`config.mk`:
```
export PLATFORM = sky130hd
export DESIGN_NAME = cpu_controller
export DESIGN_NICKNAME = d
export VERILOG_FILES = /design/src/rtl/cpu_defs_pkg.sv /design/src/rtl/cond_eval.sv /design/src/rtl/cpu_controller.sv
export SDC_FILE = /design/constraint.sdc
export NUM_CORES = 1
export LEC_CHECK = 0
export CAP_MARGIN = 20
export CORE_MARGIN = 2
export CORE_UTILIZATION = 35
export DETAILED_ROUTE_END_ITERATION = 10
export PLACE_DENSITY = 0.73
export SETUP_SLACK_MARGIN = 0.1
export SYNTH_ARGS = -nofsm -noshare
export SYNTH_HDL_FRONTEND = slang
export SYNTH_SLANG_ARGS = --single-unit
```
`constraint.sdc`:
```
create_clock -name clk -period 3.2 [get_ports clk]
set_input_delay 0.64 -clock clk [delete_from_list [all_inputs] [get_ports clk]]
set_output_delay 0.64 -clock clk [all_outputs]
set_load 0.05 [all_outputs]
```
`src/rtl/cpu_defs_pkg.sv`:
```
// Shared CPU definitions: ALU codes, opcode/ext encodings, condition codes,
// PSR bit indices, writeback selects and controller state encoding.
// CPU_TRAP_ILLEGAL_EN adds the terminal HALT state.
package cpu_defs_pkg;
  localparam int CPU_WIDTH  = 16;
  localparam int CPU_FLAG_W = 5;

  // ALU operation codes
  localparam logic [3:0] ALU_ADD   = 4'b0000;
  localparam logic [3:0] ALU_SUB   = 4'b0001;
  localparam logic [3:0] ALU_CMP   = 4'b0010;
  localparam logic [3:0] ALU_AND   = 4'b0011;
  localparam logic [3:0] ALU_OR    = 4'b0100;
  localparam logic [3:0] ALU_XOR   = 4'b0101;
  localparam logic [3:0] ALU_LSH   = 4'b0110;
  localparam logic [3:0] ALU_LUI   = 4'b0111;
  localparam logic [3:0] ALU_JCOND = 4'b1000;
  localparam logic [3:0] ALU_BCOND = 4'b1001;
  localparam logic [3:0] ALU_PASS  = 4'b1111;

  // Major opcodes IR[15:12]; 6, 7, A and F are undefined
  localparam logic [3:0] OP_REG   = 4'h0;
  localparam logic [3:0] OP_ANDI  = 4'h1;
  localparam logic [3:0] OP_ORI   = 4'h2;
  localparam logic [3:0] OP_XORI  = 4'h3;
  localparam logic [3:0] OP_MISC  = 4'h4;
  localparam logic [3:0] OP_ADDI  = 4'h5;
  localparam logic [3:0] OP_SHIFT = 4'h8;
  localparam logic [3:0] OP_SUBI  = 4'h9;
  localparam logic [3:0] OP_CMPI  = 4'hB;
  localparam logic [3:0] OP_BCOND = 4'hC;
  localparam logic [3:0] OP_MOVI  = 4'hD;
  localparam logic [3:0] OP_LUI   = 4'hE;

  // Extended opcodes IR[7:4]
  localparam logic [3:0] EXT_AND   = 4'h1;
  localparam logic [3:0] EXT_OR    = 4'h2;
  localparam logic [3:0] EXT_XOR   = 4'h3;
  localparam logic [3:0] EXT_ADD   = 4'h5;
  localparam logic [3:0] EXT_SUB   = 4'h9;
  localparam logic [3:0] EXT_CMP   = 4'hB;
  localparam logic [3:0] EXT_MOV   = 4'hD;
  localparam logic [3:0] EXT_LSH   = 4'h4;  // under OP_SHIFT; LSHI is ext 000s
  localparam logic [3:0] EXT_LOAD  = 4'h0;  // under OP_MISC
  localparam logic [3:0] EXT_STOR  = 4'h4;
  localparam logic [3:0] EXT_JAL   = 4'h8;
  localparam logic [3:0] EXT_JCOND = 4'hC;

  // Condition codes
  localparam logic [3:0] COND_EQ = 4'h0, COND_NE = 4'h1, COND_CS = 4'h2, COND_CC = 4'h3;
  localparam logic [3:0] COND_HI = 4'h4, COND_LS = 4'h5, COND_GT = 4'h6, COND_LE = 4'h7;
  localparam logic [3:0] COND_FS = 4'h8, COND_FC = 4'h9, COND_LO = 4'hA, COND_HS = 4'hB;
  localparam logic [3:0] COND_LT = 4'hC, COND_GE = 4'hD, COND_UC = 4'hE, COND_NV = 4'hF;

  // PSR bit indices
  localparam int PSR_C = 4;
  localparam int PSR_L = 3;
  localparam int PSR_F = 2;
  localparam int PSR_Z = 1;
  localparam int PSR_N = 0;

  // Register-file writeback sources
  localparam logic [1:0] WSEL_ALU  = 2'd0;
  localparam logic [1:0] WSEL_MEM  = 2'd1;
  localparam logic [1:0] WSEL_LINK = 2'd2;

  typedef enum logic [2:0] {
    S_FETCH, S_DECODE, S_EXEC, S_MEM
`ifdef CPU_TRAP_ILLEGAL_EN
    , S_HALT
`endif
  } state_e;

  // Instruction classes produced by decode
  typedef enum logic [2:0] {
    K_ILL, K_ALU, K_CMP, K_JCOND, K_BCOND, K_JAL, K_LOAD, K_STOR
  } kind_e;

  typedef enum logic [1:0] {IMM_SEXT, IMM_ZEXT, IMM_SH5} imm_mode_e;
endpackage

```
`src/rtl/cond_eval.sv`:
```
// Condition evaluator: maps PSR and a 4-bit condition field to branch-taken.
module cond_eval
  import cpu_defs_pkg::*;
(
  input  logic [CPU_FLAG_W-1:0] psr,
  input  logic [3:0]            cond,
  output logic                  status
);
  // Table of condition codes over the PSR flags
  always_comb begin
    status = 1'b0;
    case (cond)
      COND_EQ: status = psr[PSR_Z];
      COND_NE: status = !psr[PSR_Z];
      COND_CS: status = psr[PSR_C];
      COND_CC: status = !psr[PSR_C];
      COND_HI: status = psr[PSR_L];
      COND_LS: status = !psr[PSR_L];
      COND_GT: status = psr[PSR_N];
      COND_LE: status = !psr[PSR_N];
      COND_FS: status = psr[PSR_F];
      COND_FC: status = !psr[PSR_F];
      COND_LO: status = !psr[PSR_L] && !psr[PSR_Z];
      COND_HS: status = psr[PSR_L] || psr[PSR_Z];
      COND_LT: status = !psr[PSR_N] && !psr[PSR_Z];
      COND_GE: status = psr[PSR_N] || psr[PSR_Z];
      COND_UC: status = 1'b1;
      default: status = 1'b0;
    endcase
  end
endmodule

```
`src/rtl/cpu_controller.sv`:
```
// Multicycle control FSM for the CR16-style CPU: fetch, decode, execute and
// memory phases, IR and PSR ownership. With CPU_TRAP_ILLEGAL_EN defined an
// undefined encoding halts the core; otherwise it executes as a NOP.
module cpu_controller
  import cpu_defs_pkg::*;
#(
  parameter int WIDTH  = CPU_WIDTH,
  parameter int FLAG_W = CPU_FLAG_W
) (
  input  logic              clk,
  input  logic              reset,
  input  logic [WIDTH-1:0]  mem_rdata,
  input  logic              mem_ready,
  input  logic [FLAG_W-1:0] alu_flags,
  output logic [3:0]        alucode,
  output logic              status,
  output logic [1:0]        a_sel,
  output logic              b_sel,
  output logic [WIDTH-1:0]  imm,
  output logic [3:0]        rsrc,
  output logic [3:0]        rdest,
  output logic              rf_we,
  output logic [1:0]        rf_wsel,
  output logic              pc_we,
  output logic              pc_src,
  output logic              addr_src,
  output logic              mem_req,
  output logic              mem_we,
  output logic [FLAG_W-1:0] psr,
  output logic              illegal
);
  state_e            state_q, state_d;
  logic [WIDTH-1:0]  ir_q, ir_d;
  logic [FLAG_W-1:0] psr_q, psr_d;

  kind_e       kind;
  imm_mode_e   imm_mode;
  logic [3:0]  dec_alu;
  logic        dec_asel;
  logic        cond_true;
  logic        alu_on;
  logic [WIDTH-1:0] imm_val;
  logic        rf_we_c, pc_we_c, mem_we_c, illegal_c;

  logic [3:0] op, ext;
  assign op  = ir_q[15:12];
  assign ext = ir_q[7:4];

  cond_eval u_cond (.psr(psr_q), .cond(ir_q[11:8]), .status(cond_true));

  // Instruction decode from the registered IR
  always_comb begin
    kind     = K_ILL;
    dec_alu  = ALU_PASS;
    dec_asel = 1'b0;
    imm_mode = IMM_SEXT;
    case (op)
      OP_REG: begin
        case (ext)
          EXT_ADD: begin kind = K_ALU; dec_alu = ALU_ADD; end
          EXT_SUB: begin kind = K_ALU; dec_alu = ALU_SUB; end
          EXT_CMP: begin kind = K_CMP; dec_alu = ALU_CMP; end
          EXT_AND: begin kind = K_ALU; dec_alu = ALU_AND; end
          EXT_OR:  begin kind = K_ALU; dec_alu = ALU_OR;  end
          EXT_XOR: begin kind = K_ALU; dec_alu = ALU_XOR; end
          EXT_MOV: begin kind = K_ALU; dec_alu = ALU_PASS; end
          default: ;
        endcase
      end
      OP_ADDI: begin kind = K_ALU; dec_alu = ALU_ADD; dec_asel = 1'b1; end
      OP_SUBI: begin kind = K_ALU; dec_alu = ALU_SUB; dec_asel = 1'b1; end
      OP_CMPI: begin kind = K_CMP; dec_alu = ALU_CMP; dec_asel = 1'b1; end
      OP_MOVI: begin kind = K_ALU; dec_alu = ALU_PASS; dec_asel = 1'b1; end
      OP_ANDI: begin kind = K_ALU; dec_alu = ALU_AND; dec_asel = 1'b1; imm_mode = IMM_ZEXT; end
      OP_ORI:  begin kind = K_ALU; dec_alu = ALU_OR;  dec_asel = 1'b1; imm_mode = IMM_ZEXT; end
      OP_XORI: begin kind = K_ALU; dec_alu = ALU_XOR; dec_asel = 1'b1; imm_mode = IMM_ZEXT; end
      OP_LUI:  begin kind = K_ALU; dec_alu = ALU_LUI; dec_asel = 1'b1; imm_mode = IMM_ZEXT; end
      OP_SHIFT: begin
        if (ext == EXT_LSH) begin
          kind = K_ALU; dec_alu = ALU_LSH;
        end else if (ext[3:1] == 3'b000) begin
          kind = K_ALU; dec_alu = ALU_LSH; dec_asel = 1'b1; imm_mode = IMM_SH5;
        end
      end
      OP_MISC: begin
        case (ext)
          EXT_LOAD:  kind = K_LOAD;
          EXT_STOR:  kind = K_STOR;
          EXT_JCOND: begin kind = K_JCOND; dec_alu = ALU_JCOND; end
          EXT_JAL:   begin kind = K_JAL;   dec_alu = ALU_JCOND; end
          default: ;
        endcase
      end
      OP_BCOND: begin kind = K_BCOND; dec_alu = ALU_BCOND; dec_asel = 1'b1; end
      default: ;
    endcase
  end

  // Immediate formatting: logic ops zero-extend, LSHI takes a 5-bit signed count
  always_comb begin
    imm_val = {{(WIDTH-8){ir_q[7]}}, ir_q[7:0]};
    if (imm_mode == IMM_ZEXT)     imm_val = {{(WIDTH-8){1'b0}}, ir_q[7:0]};
    else if (imm_mode == IMM_SH5) imm_val = {{(WIDTH-5){ir_q[4]}}, ir_q[4:0]};
  end

  // ALU-facing controls are only meaningful while an instruction is being decoded/executed
  assign alu_on  = (state_q == S_DECODE) || (state_q == S_EXEC);
  assign alucode = alu_on ? dec_alu : 4'b0000;
  assign a_sel   = alu_on ? {1'b0, dec_asel} : 2'b00;
  assign b_sel   = alu_on && (kind == K_JCOND || kind == K_BCOND || kind == K_JAL);
  assign imm     = alu_on ? imm_val : '0;
  assign status  = alu_on && ((kind == K_JAL) ||
                   ((kind == K_JCOND || kind == K_BCOND) && cond_true));
  assign rsrc    = ir_q[3:0];
  assign rdest   = ir_q[11:8];
  assign psr     = psr_q;

  // Strobes fall with reset immediately so no partial writeback can occur
  assign rf_we  = rf_we_c  && !reset;
  assign pc_we  = pc_we_c  && !reset;
  assign mem_we = mem_we_c && !reset;
`ifdef CPU_TRAP_ILLEGAL_EN
  assign illegal = illegal_c;
`else
  assign illegal = 1'b0;
`endif

  // Next-state and per-state strobe generation
  always_comb begin
    state_d   = state_q;
    ir_d      = ir_q;
    psr_d     = psr_q;
    mem_req   = 1'b0;
    addr_src  = 1'b0;
    rf_we_c   = 1'b0;
    rf_wsel   = WSEL_ALU;
    pc_we_c   = 1'b0;
    pc_src    = 1'b0;
    mem_we_c  = 1'b0;
    illegal_c = 1'b0;
    case (state_q)
      S_FETCH: begin
        mem_req = 1'b1;
        if (mem_ready) begin
          ir_d    = mem_rdata;
          state_d = S_DECODE;
        end
      end
      S_DECODE: begin
        state_d = S_EXEC;
`ifdef CPU_TRAP_ILLEGAL_EN
        if (kind == K_ILL) begin
          illegal_c = 1'b1;
          state_d   = S_HALT;
        end
`endif
      end
      S_EXEC: begin
        state_d = S_FETCH;
        case (kind)
          K_ALU: begin rf_we_c = 1'b1; pc_we_c = 1'b1; end
          K_CMP: begin pc_we_c = 1'b1; psr_d = alu_flags; end
          K_JCOND, K_BCOND: begin pc_we_c = 1'b1; pc_src = 1'b1; end
          K_JAL: begin
            rf_we_c = 1'b1; rf_wsel = WSEL_LINK; pc_we_c = 1'b1; pc_src = 1'b1;
          end
          K_LOAD, K_STOR: state_d = S_MEM;
          default: pc_we_c = 1'b1;  // undefined encoding runs as NOP
        endcase
      end
      S_MEM: begin
        mem_req  = 1'b1;
        addr_src = 1'b1;
        if (mem_ready) begin
          mem_we_c = (kind == K_STOR);
          rf_we_c  = (kind == K_LOAD);
          rf_wsel  = (kind == K_LOAD) ? WSEL_MEM : WSEL_ALU;
          pc_we_c  = 1'b1;
          state_d  = S_FETCH;
        end
      end
`ifdef CPU_TRAP_ILLEGAL_EN
      S_HALT: illegal_c = 1'b1;
`endif
      default: state_d = S_FETCH;
    endcase
  end

  // State, IR and PSR registers
  always_ff @(posedge clk or posedge reset) begin
    if (reset) begin
      state_q <= S_FETCH;
      ir_q    <= '0;
      psr_q   <= '0;
    end else begin
      state_q <= state_d;
      ir_q    <= ir_d;
      psr_q   <= psr_d;
    end
  end
endmodule

```
After elaboration in Yosys (flattened, before gate mapping)

Cells that the tools add are included.

Bits in registers: 24
Bits of input ports: 24
Output and inout port bits: 46
Logic and storage cells: 131

Equality and inequality tests: 49
Muxes and demuxes: 42
Reductions and logical operators: 37

Operators with widths:

| operator           | number |
|---|---|
| $eq 4x4->1 const B | 18 |
| $mux 16            | 3 |
| $pmux 4 s11        | 1 |
| $eq 4x3->1 const B | 8 |
| $eq 4x2->1 const B | 6 |
| $pmux 3 s4         | 2 |
| $pmux 4 s6         | 1 |
| $pmux 3 s6         | 1 |
| $mux 1             | 17 |
| $pmux 1 s15        | 1 |
| $eq 3x2->1 const B | 4 |
| $eq 3x3->1 const B | 4 |
| $eq 4x1->1 const B | 3 |
| $logic_not 4->1    | 3 |
| $mux 4             | 3 |
| $pmux 2 s2         | 3 |
| $mux 3             | 3 |
| $reduce_or 9->1    | 1 |
| $logic_and 1x1->1  | 8 |
| $mux 2             | 4 |
| $reduce_or 2->1    | 4 |
| $reduce_or 7->1    | 1 |
| $eq 3x1->1 const B | 2 |
| $logic_not 1->1    | 6 |
| other kinds (10)   | 21 |

Longest topological paths before layout

Gate-level depths: netlist (run 1).

Depth in word-level cells: 9
Gate-level depth with buffers: 7
Depth with buffers taken out: 6

Modules after synthesis

A second synthesis (run 1) with hierarchy kept.

Cell total of the unflattened synthesis: 223
Area total of the unflattened synthesis: 1928.1 um2

Modules (own cells, without submodules):

| module         | times used | cells each | area each (um2) | sequential area each (um2) |
|---|---|---|---|---|
| cpu_controller | 1          | 198        | 1747.9          | 575.6 |
| cond_eval      | 1          | 25         | 180.2           | 0.0 |

Worst setup path before layout (run 1)

OpenSTA, ideal clock, no wires.

Kind: reg-to-output
Start: reg ir_q[5]
End: out mem_we
Arrival time: 2.907 ns
Data required time: 2.560 ns
Setup slack: -0.347 ns
Stages on the path, launching flop included: 7
Path buffers: 1
Cell sequence: dfrtp_1 buf_2 or3b_1 o22ai_1 a21o_1 nand2_1 nor4_1

Word-level cells in the longest chain between the ends: 8

Ends and longest elaborated chain:

| what                                                | RTL line                                   | source |
|---|---|---|
| start, declared                                     | cpu_controller.sv:33                       | `logic [WIDTH-1:0] ir_q, ir_d;` |
| start signal, assigned                              | cpu_controller.sv:197                      | `ir_q <= ir_d;` |
| $eq 4x2->1 (tied with other cells)                  | cpu_controller.sv:59                       | `case (ext)` |
| $reduce_or 6->1 (no line) or $mux 1 (tied branches) | n/a                                        |  |
| $pmux 2 s2 or $mux 1 (tied branches)                | cpu_controller.sv:59, cpu_controller.sv:79 |  |
| $pmux 3 s6 *                                        | cpu_controller.sv:57                       | `case (op)` |
| $eq 3x3->1 *                                        | cpu_controller.sv:175                      | `mem_we_c = (kind == K_STOR);` |
| $mux 1 *                                            | cpu_controller.sv:174                      | `if (mem_ready) begin` |
| $mux 1 *                                            | cpu_controller.sv:141                      | `case (state_q)` |
| $logic_and 1x1->1 *                                 | cpu_controller.sv:121                      | `assign mem_we = mem_we_c && !reset;` |
| end, declared                                       | cpu_controller.sv:28                       | `output logic mem_we,` |

Mark *: on every way between the ends. The rest lies on a longest branch, timed or not.

Worst setup path after layout (run 1)

Start: reg ir_q[5]
End: out rf_we

Word-level cells in the longest chain between the ends: 9

Ends and longest elaborated chain:

| what                                                | RTL line                                   | source |
|---|---|---|
| $eq 4x2->1 (tied with other cells)                  | cpu_controller.sv:59                       |  |
| $reduce_or 6->1 (no line) or $mux 1 (tied branches) | n/a                                        |  |
| $pmux 2 s2 or $mux 1 (tied branches)                | cpu_controller.sv:59, cpu_controller.sv:79 |  |
| $pmux 3 s6 *                                        | cpu_controller.sv:57                       |  |
| $eq 3x3->1 or $eq 3x1->1 (tied branches)            | cpu_controller.sv:160                      | `case (kind)` |
| $reduce_or 2->1 (no line)                           | n/a                                        |  |
| $mux 1                                              | cpu_controller.sv:160                      |  |
| $pmux 1 s2 *                                        | cpu_controller.sv:141                      |  |
| $logic_and 1x1->1 *                                 | cpu_controller.sv:119                      | `assign rf_we = rf_we_c && !reset;` |
| end, declared                                       | cpu_controller.sv:22                       | `output logic rf_we,` |

Marks and branches as above.

==> impl_metrics.csv, run 1 <==
group,metric,value,unit
outcome,outcome,"finished clean",
place,portBuffers,67,
place,place_area,2670,sq um
sta,drv_slew,0,
worst_setup_path,path_delay_family,"compound AO/OA/AOI/OAI gates",
clock_tree,cts_buffers,3,
layout,n_antenna_cell,0,
worst_setup_path,r2r-start,"ir_q[5]",
sta,relSlewSlack,52.1,%
sta,max_freq,0.329,GHz
clock_tree,clk_latency,270,ps
layout,final_cell_mix,"clkdlybuf4s50_1, nor2_1, mux2_2",
sta,period_share,94.9,%
clock_tree,clk_pin_slew_worst_paths,80,ps
floorplan,die_x,76.7,um
sta,worst_pin_slew,716,ps
layout,multiInputGateArea,1160,sq um
clock_tree,postCtsSetupBuffers,0,
clock_tree,ctsHtreeMaxLevel,1,
worst_setup_path,reg2reg_slack,940,ps
floorplan,core,5110,sq um
floorplan,die-area,5890,sq um
layout,synthToLayoutAreaGrowth,50.2,%
hold_path,min_to,"ir_q[1]",
layout,final_common_cell,"clkdlybuf4s50_1",
worst_setup_path,max_stage_delay,510,ps
place,dp_hpwl,3.70,mm
floorplan,row_count,26,
global_route,grt_antenna_before_repair,0,
sta,fin_setup_tns,0,ps
synthesis,ys_async_sr_fraction,100,%
sta,whs,538,ps
hold_path,min-delay-start,"ir_q[1]",
route,viasPerCell,5.25,
route,drc,0,
synthesis,ys_ff_latch,23,
worst_setup_path,path_cells,"nor3b_1, o31a_1, a2111o_1, nor4_2, o21a_1, buf_12",
layout,nFillCells,465,
layout,drive_gt1_share,28.1,%
global_route,grt_pass1_vias,1717,
route,wire_per_inst,14.2,um
sta,period_needed,3040,ps
job,drv_cap,0,
synthesis,netlist_instances,213,
place,gp_congestion,0.869,
clock_tree,clk_path_buf_depth,2,
worst_setup_path,cp_data_required_time,2560,ps
worst_setup_path,cp-start-kind,"register",
synthesis,synth-edff-count,0,
layout,postLayoutCellArea,2780,sq um
synthesis,synth-main-ff-cell,"dfrtp_1",
worst_setup_path,path_buf_inv,1,
hold_path,holdPathStages,1,
synthesis,synthesis.area,1850,sq um
synthesis,yosysUniqueCellTypes,47,
clock_tree,hold_buffers,0,
sta,fin_worst_skew,1.84,ps
route,drt-total-wl,4.73,mm
worst_setup_path,reg2reg_to,"psr[1]",
layout,fin_util,54.4,%
worst_setup_path,cp_max_fo,12,
synthesis,ys_seq_area_share,31.1,%
route,via_count,1747,
global_route,grt_overflow,0,
worst_setup_path,crit_arrival,2400,ps
worst_setup_path,r2r_cells,5,
layout,layout.nets,291,
worst_setup_path,criticalPathCategory,"reg2out",
clock_tree,cts_tree,"yes",
route,initialDrtViolationCount,116,
layout,seqCellArea,578,sq um
sta,setup_violations,0,
global_route,gr-usage-all-layers,16.7,%
hold_path,hold_path_class,"reg2reg",
clock_tree,clock-root-buffer,"clkbuf_8",
sta,finalHoldViolCount,0,
clock_tree,clock_sinks,23,
route,drtAntennaViolNets,0,
floorplan,io_pins,70,
floorplan,fp.dieH,76.7,um
route,first_pass_iters,4,
worst_setup_path,crit_path_top_delay_cell,"a2111o_1",
synthesis,avgSynthCellArea,8.69,sq um
worst_setup_path,crit_path_end_kind,"output pin",
floorplan,start_util,36.2,%
synthesis,ys_warn_count,0,
sta,rsz0062_at_grt,"yes",
global_route,grt_pass1_wl,7.99,mm
global_route,grt_start_max_net_pins,24,
repair_timing:
| item | 4_1_cts | 5_1_grt |
|---|---|---|
| hold endpoints to repair | 0 | 0 |
| resized for setup | 2 | 9 |
| setup endpoints to repair | 3 | 6 |
| pin swaps | 0 | 0 |
routing by layer:
layer  track usage (%)  wire [um]  up-vias
li1                  -          -      851
met1              19.6       1970      836
met2              28.9       2340       55
met3              5.18        363        5
met4              5.45         60        0
met5                 0          0        -
registers in the layout, indices dropped and copies added, names as in the netlist:
| signal | count |
|---|---|
| state_q | 2 |
| ir_q | 16 |
| psr | 5 |
stage by stage:
| step | std cells | setup WS [ps] |
|---|---|---|
| 6_report | 333 | 164 |
| 5_1_grt | 333 | 40.2 |
| 3_5_place_dp | 329 | 290 |
| 2_1_floorplan | 214 | 154 |
| 3_3_place_gp | 329 | 344 |
| 4_1_cts | 333 | 107 |
synthesized netlist by cell type, types with 2 or more instances:
cell | n | share of area [%]
buf_1 | 2 | 0.41
a31oi_1 | 5 | 1.7
mux2_2 | 22 | 13
o21ai_0 | 7 | 1.9
a21o_1 | 2 | 0.81
o31a_1 | 2 | 0.95
a211oi_1 | 3 | 1.2
nand2_1 | 9 | 1.8
nor2_1 | 24 | 4.9
a2111o_1 | 2 | 1.2
ha_1 | 3 | 2.0
nand3b_1 | 2 | 0.81
nand3_1 | 2 | 0.54
nor4_1 | 5 | 1.7
nor2b_1 | 4 | 1.4
nand4_1 | 3 | 1.0
dfrtp_1 | 23 | 31
buf_4 | 17 | 6.9
buf_2 | 3 | 0.81
clkbuf_1 | 9 | 1.8
and2_1 | 6 | 2.0
inv_1 | 6 | 1.2
o21a_1 | 4 | 1.6
a21oi_1 | 15 | 4.1
nor3b_1 | 4 | 1.6
nor3_1 | 7 | 1.9
and3_1 | 2 | 0.68
worst register-to-register path: cells and delay by family (launching register included):
kind / cells / cell delay, ps
muxes: 1 / 370
and+or+nand+nor: 2 / 470
DFF: 1 / 490
AOI/OAI and AO/OA: 2 / 840
logic make-up after synthesis:
group	count (synthesis)	synth area share, %
other cells	1	0.203
flops	23	31.1
buf+inv	38	11.4
compound gates	49	17.9
simple gates	73	21.3
xor+xnor	2	0.947
fa+ha+maj	3	2.03
mux	24	15.1
final cells by class:
type                       instances  share of cell area [%]
clock inverter                     1                   0.180
sequential                        23                    20.8
inverter                           7                   0.946
clock buffer                       3                    1.49
tap                               70                    3.15
timing repair buffer              76                    31.8
multi-input combinational        153                    41.6
how the worst max path moves through the flow:
stage	from	end	slack, ps	cells past startpoint
global placement	ir_q[5]	status	340	6
finish	ir_q[5]	rf_we	160	6
global route	ir_q[5]	rf_we	40	6
floorplan	ir_q[12]	imm[10]	150	7
detailed placement	ir_q[5]	pc_src	290	6
CTS	ir_q[5]	rf_we	110	6
Power of run 1 is not shown: default switching activity piles up to over one toggle a cycle in this logic, so the estimate is an artifact.
==> inputs of run 2 (changes only) <==
==> constraint.sdc (replaced) <==
create_clock -name clk -period 3.4 [get_ports clk]
set_input_delay 0.68 -clock clk [delete_from_list [all_inputs] [get_ports clk]]
set_output_delay 0.68 -clock clk [all_outputs]
set_load 0.05 [all_outputs]
==> run 2 against run 1 <==
  * Worst hold slack got worse by 7.8 ps
  * Clock-buffer cell count rose by 1
  * Clock skew fell by 0.79 ps
  * Wire length fell by 0.97%
  * First-iteration DRC count rose by 3.4%
  * Die area did not move
  * Critical path type unchanged
  * Design area fell by 6.2%
  * Flip-flop and latch count did not move
  * Sequential share of layout area rose by 1.4 points
  * Critical endpoint is now alucode[3]
  * Highest routed layer unchanged
==> impl_metrics.csv, run 2 (synthesis results as in run 1) <==
group,metric,value,unit
clock_tree,clk_path_buf_depth,2,
sta,finalHoldViolCount,0,
sta,fin_setup_tns,0,ps
clock_tree,cts_tree,"yes",
layout,final_cell_mix,"clkdlybuf4s50_1, nor2_1, mux2_2",
sta,whs,530,ps
layout,largest_reg_flops,16,
worst_setup_path,cp_data_required_time,2720,ps
route,drt-met1-wl,2.02,mm
global_route,grt_start_max_net_pins,24,
global_route,gr-usage-all-layers,15.8,%
layout,layout.nets,288,
clock_tree,clock-root-buffer,"clkbuf_8",
layout,synthToLayoutAreaGrowth,40.8,%
floorplan,die-area,5890,sq um
route,initialDrtViolationCount,120,
place,portBuffers,67,
sta,worst_pin_slew,679,ps
layout,seqCellArea,578,sq um
job,drv_cap,0,
place,dp_slack,337,ps
route,via_count,1732,
place,gp_congestion,0.857,
global_route,grt_antenna_before_repair,0,
layout,n_antenna_cell,0,
clock_tree,ctsHtreeMaxLevel,1,
clock_tree,clk_pin_slew_worst_paths,80,ps
sta,fin_worst_skew,1.05,ps
route,met2_wirelength,2.18,mm
floorplan,die_x,76.7,um
sta,relSlewSlack,54.6,%
route,viasPerCell,5.25,
place,dp_hpwl,3.51,mm
clock_tree,clock_sinks,23,
route,wire_per_inst,14.2,um
floorplan,row_count,26,
outcome,outcome,"finished clean",
route,drt-total-wl,4.69,mm
global_route,grt_pass1_vias,1676,
sta,max_freq,0.315,GHz
floorplan,start_util,36.2,%
global_route,grt_pass1_wl,7.71,mm
layout,regMostFlops,"ir_q",
worst_setup_path,cp_max_fo,12,
layout,multiInputGateArea,1100,sq um
layout,drive_gt1_share,22.3,%
floorplan,fp.dieH,76.7,um
route,wl_met3,413,um
sta,period_share,93.4,%
worst_setup_path,crit_path_end_kind,"output pin",
clock_tree,postCtsSetupBuffers,0,
sta,drv_slew,0,
global_route,grt_overflow,0,
floorplan,io_pins,70,
route,drtAntennaViolNets,0,
clock_tree,hold_buffers,0,
clock_tree,cts_resized,1,
floorplan,core,5110,sq um
sta,rsz0062_at_grt,"no",
sta,period_needed,3180,ps
hold_path,hold_path_class,"reg2reg",
route,drc,0,
route,first_pass_iters,4,
layout,nFillCells,475,
worst_setup_path,crit_arrival,2500,ps
worst_setup_path,cp-start-kind,"register",
worst_setup_path,criticalPathCategory,"reg2out",
route,top_layer,"met4",
sta,setup_violations,0,
clock_tree,cts_buffers,3,
sta,fin_ws,223,ps
clock_tree,clk_latency,260,ps
layout,final_common_cell,"clkdlybuf4s50_1",
-- run 2: path summary, 6_finish.rpt --
kind,endpoint,depth (start not counted),from,slack [ps]
worst max-delay path,alucode[3],6,ir_q[12],220
worst min-delay path,ir_q[2],1,ir_q[2],530
worst max register to register,psr[1],5,ir_q[6],1070
worst min register to register,ir_q[2],1,ir_q[2],530
max in group asynchronous,ir_q[7],3,reset,2270
min in group asynchronous,ir_q[12],3,reset,880
-- run 2: routing by layer --
layer  global-route usage [%]  vias up
met3                     4.47        6
li1                         -      846
met4                     4.18        0
met1                     20.5      813
met2                     25.9       67
met5                        0        -
-- run 2: area by class of cell --
cell class | instances | share of cell area (%)
well taps | 70 | 3.36
flip-flops and latches | 23 | 22.2
clock buffers | 4 | 1.73
repair buffers | 73 | 29.6
multi-input cells | 153 | 42.1
inverters | 7 | 1.01
-- run 2: stage by stage --
step,cells,utilization (%),area [sq um]
6_report,330,51.0,2610
3_3_place_gp,326,49.8,2540
2_1_floorplan,214,-,1880
3_5_place_dp,326,49.8,2540
5_1_grt,330,51.0,2610
4_1_cts,330,50.7,2590
-- run 2: critical path, cell delays in order, from the launching register on --
cell and delay [ps]:
dfrtp_1 510, nor2_1 310, nand3b_1 120, a21oi_1 290
nor3_1 90, nor2_1 100, clkdlybuf4s50_1 810
Power of run 2 is left out for the same reason.
==> inputs of run 3 (changes only) <==
--- a/config.mk
+++ b/config.mk
@@ -5,9 +5,11 @@
 export SDC_FILE = /design/constraint.sdc
 export NUM_CORES = 1
 export LEC_CHECK = 0
+export ABC_CLOCK_PERIOD_IN_PS = 3400
 export CAP_MARGIN = 20
 export CORE_MARGIN = 2
 export CORE_UTILIZATION = 35
+export CTS_CLUSTER_SIZE = 28
 export DETAILED_ROUTE_END_ITERATION = 10
 export PLACE_DENSITY = 0.73
 export SETUP_SLACK_MARGIN = 0.1
==> results of run 3 <==
Final layout, timing and power as in run 2 (identical DEF).
Power of run 3 is left out for the same reason.
